--- src/rtl/mem_arb_rr_if.sv ---
// Bundle of the request, grant and memory-controller signals between the cores,
// the arbiter and the memory controller. The arbiter takes the slave modport.
interface mem_arb_rr_if #(
  parameter int unsigned N_PORTS = 4,
  parameter int unsigned ADDR_W  = 17,
  parameter int unsigned DATA_W  = 32
);
  localparam int unsigned IdW = (N_PORTS > 1) ? $clog2(N_PORTS) : 1;

  logic [N_PORTS-1:0]        req_rd;
  logic [N_PORTS-1:0]        req_wr;
  logic [N_PORTS*ADDR_W-1:0] req_addr;
  logic [N_PORTS*DATA_W-1:0] req_wd;
  logic [N_PORTS-1:0]        port_stall;
  logic                      mem_busy;
  logic                      mem_we;
  logic                      mem_re;
  logic [ADDR_W-1:0]         mem_addr;
  logic [DATA_W-1:0]         mem_wd;
  logic                      grant_valid;
  logic [IdW-1:0]            grant_id;
  logic                      proto_err;

  modport master (
    output req_rd, req_wr, req_addr, req_wd, mem_busy,
    input  port_stall, mem_we, mem_re, mem_addr, mem_wd, grant_valid, grant_id, proto_err
  );

  modport slave (
    input  req_rd, req_wr, req_addr, req_wd, mem_busy,
    output port_stall, mem_we, mem_re, mem_addr, mem_wd, grant_valid, grant_id, proto_err
  );
endinterface

--- src/rtl/mem_arb_rr.sv ---
// Multi-core memory arbiter: one grant at a time, round-robin or fixed priority,
// with a single arbitration cycle before each access and no preemption.
module mem_arb_rr #(
  parameter int unsigned N_PORTS   = 4,
  parameter int unsigned ADDR_W    = 17,
  parameter int unsigned DATA_W    = 32,
  parameter int unsigned PRIO_MODE = 0
) (
  input logic         clk,
  input logic         rst_n,
  mem_arb_rr_if.slave bus
);
  localparam int unsigned IdW = (N_PORTS > 1) ? $clog2(N_PORTS) : 1;

  localparam logic [0:0] StIdle  = 1'b0;
  localparam logic [0:0] StOwned = 1'b1;

  logic [0:0]         state_q, state_d;
  logic [IdW-1:0]     grant_q, grant_d;
  logic [IdW-1:0]     last_q, last_d;
  logic               perr_q, perr_d;

  logic [N_PORTS-1:0] req;
  logic               owned;
  logic               g_rd, g_wr, g_req;
  logic [ADDR_W-1:0]  g_addr;
  logic [DATA_W-1:0]  g_wd;
  logic               accept;
  logic               win_found;
  logic [IdW-1:0]     win_id;

  assign req   = bus.req_rd | bus.req_wr;
  assign owned = (state_q == StOwned);

  // Mux of the currently granted port; meaningful only while owned.
  always_comb begin
    g_rd   = 1'b0;
    g_wr   = 1'b0;
    g_addr = '0;
    g_wd   = '0;
    for (int i = 0; i < int'(N_PORTS); i++) begin
      if (grant_q == IdW'(i)) begin
        g_rd   = bus.req_rd[i];
        g_wr   = bus.req_wr[i];
        g_addr = bus.req_addr[i*ADDR_W +: ADDR_W];
        g_wd   = bus.req_wd[i*DATA_W +: DATA_W];
      end
    end
  end

  assign g_req  = g_rd | g_wr;
  assign accept = owned & g_req & ~bus.mem_busy;

  // Winner selection. Round-robin walks distance 1..N_PORTS from the last accepted port.
  always_comb begin
    win_found = 1'b0;
    win_id    = '0;
    if (PRIO_MODE == 1) begin
      for (int i = int'(N_PORTS) - 1; i >= 0; i--) begin
        if (req[i]) begin
          win_found = 1'b1;
          win_id    = IdW'(i);
        end
      end
    end else begin
      for (int k = 1; k <= int'(N_PORTS); k++) begin
        for (int i = 0; i < int'(N_PORTS); i++) begin
          if (!win_found && req[i] && (i == (int'(last_q) + k) % int'(N_PORTS))) begin
            win_found = 1'b1;
            win_id    = IdW'(i);
          end
        end
      end
    end
  end

  always_comb begin
    state_d = state_q;
    grant_d = grant_q;
    last_d  = last_q;
    perr_d  = perr_q | (owned & g_rd & g_wr);
    if (state_q == StIdle) begin
      if (win_found) begin
        state_d = StOwned;
        grant_d = win_id;
      end
    end else begin
      if (accept) begin
        state_d = StIdle;
        last_d  = grant_q;
      end else if (!g_req) begin
        state_d = StIdle;
      end
    end
  end

  always_ff @(posedge clk or negedge rst_n) begin
    if (!rst_n) begin
      state_q <= StIdle;
      grant_q <= '0;
      last_q  <= IdW'(N_PORTS - 1);
      perr_q  <= 1'b0;
    end else begin
      state_q <= state_d;
      grant_q <= grant_d;
      last_q  <= last_d;
      perr_q  <= perr_d;
    end
  end

  always_comb begin
    bus.port_stall = '0;
    for (int i = 0; i < int'(N_PORTS); i++) begin
      bus.port_stall[i] = req[i] & ~(owned & (grant_q == IdW'(i)) & ~bus.mem_busy);
    end
  end

  // A write wins when both strobes are requested together.
  assign bus.mem_we      = owned & g_wr;
  assign bus.mem_re      = owned & g_rd & ~g_wr;
  assign bus.mem_addr    = g_addr;
  assign bus.mem_wd      = g_wd;
  assign bus.grant_valid = owned;
  assign bus.grant_id    = grant_q;
  assign bus.proto_err   = perr_q;
endmodule
--- src/flat_wrapper.sv ---
// flat-port wrapper written by rule: the top's interface ports become plain ports
module mem_arb_rr_flat 
#(
  parameter int unsigned N_PORTS   = 4,
  parameter int unsigned ADDR_W    = 17,
  parameter int unsigned DATA_W    = 32,
  parameter int unsigned PRIO_MODE = 0
)
  (clk, rst_n, bus_req_rd, bus_req_wr, bus_req_addr, bus_req_wd, bus_mem_busy, bus_port_stall, bus_mem_we, bus_mem_re, bus_mem_addr, bus_mem_wd, bus_grant_valid, bus_grant_id, bus_proto_err);
  mem_arb_rr_if #(.N_PORTS(N_PORTS), .ADDR_W(ADDR_W), .DATA_W(DATA_W)) bus_i ();
  input logic clk;
  input logic rst_n;
  input wire logic [$bits(bus_i.req_rd)-1:0] bus_req_rd;
  input wire logic [$bits(bus_i.req_wr)-1:0] bus_req_wr;
  input wire logic [$bits(bus_i.req_addr)-1:0] bus_req_addr;
  input wire logic [$bits(bus_i.req_wd)-1:0] bus_req_wd;
  input wire logic [$bits(bus_i.mem_busy)-1:0] bus_mem_busy;
  output wire logic [$bits(bus_i.port_stall)-1:0] bus_port_stall;
  output wire logic [$bits(bus_i.mem_we)-1:0] bus_mem_we;
  output wire logic [$bits(bus_i.mem_re)-1:0] bus_mem_re;
  output wire logic [$bits(bus_i.mem_addr)-1:0] bus_mem_addr;
  output wire logic [$bits(bus_i.mem_wd)-1:0] bus_mem_wd;
  output wire logic [$bits(bus_i.grant_valid)-1:0] bus_grant_valid;
  output wire logic [$bits(bus_i.grant_id)-1:0] bus_grant_id;
  output wire logic [$bits(bus_i.proto_err)-1:0] bus_proto_err;
  assign bus_i.req_rd = bus_req_rd;
  assign bus_i.req_wr = bus_req_wr;
  assign bus_i.req_addr = bus_req_addr;
  assign bus_i.req_wd = bus_req_wd;
  assign bus_i.mem_busy = bus_mem_busy;
  assign bus_port_stall = bus_i.port_stall;
  assign bus_mem_we = bus_i.mem_we;
  assign bus_mem_re = bus_i.mem_re;
  assign bus_mem_addr = bus_i.mem_addr;
  assign bus_mem_wd = bus_i.mem_wd;
  assign bus_grant_valid = bus_i.grant_valid;
  assign bus_grant_id = bus_i.grant_id;
  assign bus_proto_err = bus_i.proto_err;
  mem_arb_rr #(.N_PORTS(N_PORTS), .ADDR_W(ADDR_W), .DATA_W(DATA_W), .PRIO_MODE(PRIO_MODE)) u_core (.clk(clk), .rst_n(rst_n), .bus(bus_i));
endmodule
--- config.mk ---
export PLATFORM = sky130hd
export DESIGN_NAME = mem_arb_rr_flat
export DESIGN_NICKNAME = d
export VERILOG_FILES = /design/src/rtl/mem_arb_rr_if.sv /design/src/rtl/mem_arb_rr.sv /design/src/flat_wrapper.sv
export SDC_FILE = /design/constraint.sdc
export NUM_CORES = 1
export LEC_CHECK = 0
export ABC_AREA = 1
export BUFFER_PORTS_ARGS = -buffer_cell sky130_fd_sc_hd__buf_2
export CAP_MARGIN = 20
export CORE_AREA = 2 2 103 105
export DETAILED_ROUTE_END_ITERATION = 16
export DIE_AREA = 0 0 105 107
export GPL_ROUTABILITY_DRIVEN = 0
export GPL_TIMING_DRIVEN = 0
export PLACE_DENSITY = 0.65
export SLEW_MARGIN = 15
export SYNTH_ARGS = -nofsm -noshare
export SYNTH_HDL_FRONTEND = slang
export SYNTH_SLANG_ARGS = --single-unit
--- constraint.sdc ---
create_clock -name clk -period 2 [get_ports clk]
set_clock_uncertainty 0.15 [all_clocks]
set_input_delay 0.4 -clock clk [delete_from_list [all_inputs] [get_ports clk]]
set_output_delay 0.4 -clock clk [all_outputs]
set_load 0.05 [all_outputs]
* After elaboration in Yosys (flattened, before gate mapping)
Index checks and enable logic that the tools add are counted.
Storage, ports and cells: register bits after elaboration 6, bits in latches 0, bits in writable memories 0, ROM bits 0, input bits 207, output and inout bits 59, memories 0
Operators by class: add/sub/neg operators 4, multiply operators 0, divide/modulo/power cells 0, order comparisons 0, equality and inequality tests 15, shift operators 0, mux-type cells 51, bitwise logic cells 32, reduce and logical (&&, ||, !) cells 57
Operators with widths (count):
- logical NOT 32 bit | 4
- 2-to-1 mux 32 bit | 4
- 2-to-1 mux 17 bit | 4
- logical AND 1 bit | 31
- 2-to-1 mux 1 bit | 29
- 2-to-1 mux 2 bit | 14
- equality test 3 bit, first input constant | 8
- AND 1 bit | 18
- logical NOT 1 bit | 15
- equality test 2 x 3 -> 1 bit, first input constant | 4
- OR reduction 2 bit | 4
- NOT 1 bit | 7
- adder 2 x 1 -> 2 bit, second input constant | 2
- adder 2 bit, second input constant | 2
- AND 1 bit, first input constant | 4
- equality test 2 bit, second input constant | 2
- bitwise OR 4 bit | 1
- AND reduction 2 bit | 2
- equality test 2 x 1 -> 1 bit, second input constant | 1
- logical NOT 2 bit | 1
- bitwise OR 1 bit | 2

* Logic depth before layout (Yosys ltp)
word-level depth 68, mapped depth 15

* Worst setup path after synthesis
OpenSTA, ideal clock, no wires.
path kind reg-to-output, from reg u_core.grant_q[0] (netlist: u_core.bus.grant_id[0]), to out bus_port_stall[0], arrival 2.235 ns, required time 1.450 ns, path slack -0.785 ns, cell stages (with the launch flop) 4, cell sequence dfrtp_1 > nor2_1 > clkbuf_1 > a21boi_0
On the way: longest elaborated chain between the ends 5
RTL lines:
- from (decl) | line mem_arb_rr.sv:19 | logic [IdW-1:0] grant_q, grant_d;
- from (signal assigned) | line mem_arb_rr.sv:105 | grant_q <= grant_d;
- logical NOT 2 bit | line mem_arb_rr.sv:114 | bus.port_stall[i] = req[i] & ~(owned & (grant_q == IdW'(i)) & ~bus.mem_busy);
- AND 1 bit (2 in series) | line mem_arb_rr.sv:114
- NOT 1 bit | line mem_arb_rr.sv:114
- AND 1 bit | line mem_arb_rr.sv:114
- to (decl) | line flat_wrapper.sv:18 | output wire logic [$bits(bus_i.port_stall)-1:0] bus_port_stall;
No other way between the ends.

* Final worst setup path
from reg u_core.grant_q[0] (netlist: u_core.bus.grant_id[0]), to out bus_mem_re
On the way: longest elaborated chain between the ends 7
RTL lines:
- logical NOT 2 bit | line mem_arb_rr.sv:42 | if (grant_q == IdW'(i)) begin
- 2-to-1 mux 1 bit (4 in series) | line mem_arb_rr.sv:42
- AND 1 bit or NOT 1 bit (tied branches) | line mem_arb_rr.sv:120 | assign bus.mem_re = owned & g_rd & ~g_wr;
- AND 1 bit * | line mem_arb_rr.sv:120
- to (decl) | line flat_wrapper.sv:20 | output wire logic [$bits(bus_i.mem_re)-1:0] bus_mem_re;
Mark *: on every way between the ends. The rest lies on a longest branch, timed or not.

==> impl_metrics.tcl <==
set metrics [dict create \
    clkTransAtPathRegs_ps 40 \
    maxSlewHeadroom 0.711 \
    hp-start "bus_mem_busy" \
    stdcell_area_um2 4550 \
    drc_errors 0 \
    grt_max_degree 11 \
    drive_above_1_share 0.559 \
    grt_pass1_vias 3463 \
    crit_required_ps 1450 \
    yosysWarnings 0 \
    avgRoutedWirePerCell_um 14.6 \
    ys_top_cells_by_area "nand2_1 (46%), nand4_1 (17%), dfrtp_1 (5.4%)" \
    grt_usage 0.189 \
    final_nets 893 \
    place_area_um2 3480 \
    area_growth_pct 147 \
    antenna_found_initial 0 \
    clock_sinks 6 \
    critPathKind "flip-flop to output pin" \
    synth.yosys.seq_area_share 0.0829 \
    crit_arrival_ps 1670 \
    cts.htree.levels 1 \
    hold_path.class "input port to flip-flop" \
    grt-ovfl-total 0 \
    clkLatencyLatePin_ps 220 \
    core_um2 10100 \
    finish.utilization 0.451 \
    cts_buffer_depth 2 \
    initial_core_util 0.182 \
    via_count 3646 \
    wl_mm 12.0 \
    portBuffers 265 \
    p_sw_mw 5.74 \
    fmax_ghz 0.450 \
    ys.flop_type "dfrtp_1" \
    num_rows 37 \
    power_leakage_nw 2.42 \
    netlist_top_cells_count "nand2_1 (225), nand4_1 (50), inv_1 (22), clkbuf_1 (20), nor2_1 (16)" \
    setup_violations 56 \
    powerDensity_nw_per_um2 2130 \
    p_int_mw 3.94 \
    async_flop_share 1.00 \
    critPathMaxFanout 5 \
    die_area_um2 11200 \
    viasPerCell 4.44 \
    fin_crit_ps 2220 \
    firstDrtPassIters 4 \
    drt_iter0_markers 247 \
    peakVddDrop_mv 0.907 \
    hold_viol_final 0 \
    slew_violations 0 \
    synth_top_area_frac 0.459 \
    die_height_um 107 \
    synth_area_um2 1840 \
    endpoint_kind "output pin" \
    root_buffer "clkbuf_8" \
    reg2reg_slack_ps -130 \
    grt_first_pass_wirelength_mm 17.4 \
    worstMarginPinSlew_ps 432 \
    worstRegToRegCells 13 \
    p_sw_frac 0.593 \
    dpl.hpwl_mm 8.95 \
    hold_depth 3 \
    power_frac_clock 0.020 \
    num_io_pins 266 \
    seq_power_share 0.034 \
    netlist_instances 383 \
    synth_largest_area_cell "nand2_1" \
    period_share 1.11 \
    reg2reg_to "u_core.bus.grant_id[1]$_DFFE_PN0P_" \
    hold_end "u_core.bus.grant_valid$_DFF_PN0_" \
    ant_nets 0 \
    rsz0062_at_grt "yes" \
    die_w_um 105 \
    cap_viol_max_count 0 \
    violations "setup timing" \
    outcome "finished with violations" \
    numCtsBuffers 3 \
    synth_fp_nets 590 \
    ys_ff_latch 6 \
    r2r-start "u_core.last_q[0]$_DFFE_PN1P_" \
    pwr-share-comb 0.946 \
    yosysMostFrequentCell "nand2_1" \
    num_antenna_cells 0 \
    start_kind "flip-flop" \
    synth_edf_count 0 \
    avgSynthCellArea_um2 4.81 \
    cts_tree "done" \
    ys_types 29 \
    setup_ws_ps -222 \
]
==> flip-flops by register name, summed over array words and instances, names as in the netlist <==
| signal | count |
|---|---|
| u_core.bus.grant_id | 2 |
| u_core.bus.grant_valid | 1 |
| u_core.bus.proto_err | 1 |
| u_core.last_q | 2 |
==> repair_timing <==
| item | CTS | global route |
|---|---|---|
| setup endpoints to repair | 60 | 58 |
| setup buffers | 19 | 7 |
| hold endpoints to repair | 4 | 0 |
| hold buffers | 1 | 0 |
| cloned | 6 | 1 |
| resized for setup | 175 | 22 |
| pin swaps | 22 | 14 |
==> routing by layer <==
metal | GRT usage | vias up | share of wire
met2 | 0.352 | 151 | 0.51
met3 | 0.0310 | 16 | 0.058
met5 | 0 | - | 0
met1 | 0.231 | 1626 | 0.42
li1 | - | 1853 | -
met4 | 0.0343 | 0 | 0.013
==> area by class of cell <==
type | instances | area [um^2]
fillers | 1087 | 5540
well taps | 136 | 170
repair buffers | 298 | 2010
plain buffers | 20 | 352
multi-input cells | 332 | 1700
inverters | 25 | 111
clock buffers | 4 | 45.0
flip-flops and latches | 6 | 160
==> cells by family after synthesis <==
kind of cell | after synthesis | share of synthesized area
AOI/OAI and AO/OA | 17 | 0.0652
buffers and inverters | 45 | 0.0917
DFF | 6 | 0.0829
and+or+nand+nor | 315 | 0.760
==> placed cells by master (no fill, tap or decap), drive strengths merged <==
cell type | Yosys | final
buf | 0 | 298
nand2 | 230 | 230
nand4 | 50 | 50
inv | 24 | 24
clkbuf | 20 | 23
nor2 | 22 | 22
nand3 | 11 | 11
a21oi | 4 | 4
o21ai | 4 | 4
dfrtp | 4 | 4
o2111ai | 3 | 3
dfstp | 2 | 2
clkinv | 1 | 1
o21a | 1 | 1
a221oi | 1 | 1
or2 | 1 | 1
o21bai | 1 | 1
a21boi | 1 | 1
nor3 | 1 | 1
a211oi | 1 | 1
a31o | 1 | 1
dlygate4sd3 | 0 | 1
==> critical path: stages, from the launching register on <==
cell	delay (ps)
dfrtp_4	530
nor2_4	140
buf_6	110
nand2_1	50
nand2_1	90
a221oi_2	50
or2_4	240
nor2_4	80
buf_6	160
==> per-stage QoR <==
stage / cells / setup TNS (ps) / setup slack [ps] / hold slack [ps] / power [mW]
floorplan: 383 / -852 / -30.8 / -45.6 / 5.37
global placement: 784 / -5080 / -213 / 78.8 / 6.95
detailed placement: 784 / -5170 / -226 / 78.1 / 6.95
CTS: 814 / -6410 / -239 / 284 / 9.36
global route: 821 / -11100 / -284 / 335 / 10.2
finish: 821 / -6900 / -222 / 308 / 9.68
==> worst max-delay path by stage <==
stage,slack [ps],startpoint,end,cells after the start
4_1_cts,-240,u_core.bus.grant_id[1]$_DFFE_PN0P_,bus_mem_re,8
3_3_place_gp,-210,bus_req_rd[3],u_core.bus.grant_id[0]$_DFFE_PN0P_,15
5_1_grt,-280,u_core.last_q[0]$_DFFE_PN1P_,u_core.bus.grant_id[1]$_DFFE_PN0P_,13
2_1_floorplan,-30,u_core.bus.grant_valid$_DFF_PN0_,bus_port_stall[3],3
3_5_place_dp,-230,bus_req_rd[3],u_core.bus.grant_id[0]$_DFFE_PN0P_,15
6_report,-220,u_core.bus.grant_id[0]$_DFFE_PN0P_,bus_mem_re,8
==> power groups by stage <==
stage / combinational [mW] / clock, mW / sequential [mW]
floorplan: 4.96 / 0 / 0.415
global placement: 6.63 / 0 / 0.318
detailed placement: 6.62 / 0 / 0.322
CTS: 8.83 / 0.194 / 0.330
global route: 9.63 / 0.200 / 0.342
finish: 9.15 / 0.193 / 0.331
Note: power is estimated with default switching activity, not from simulation.
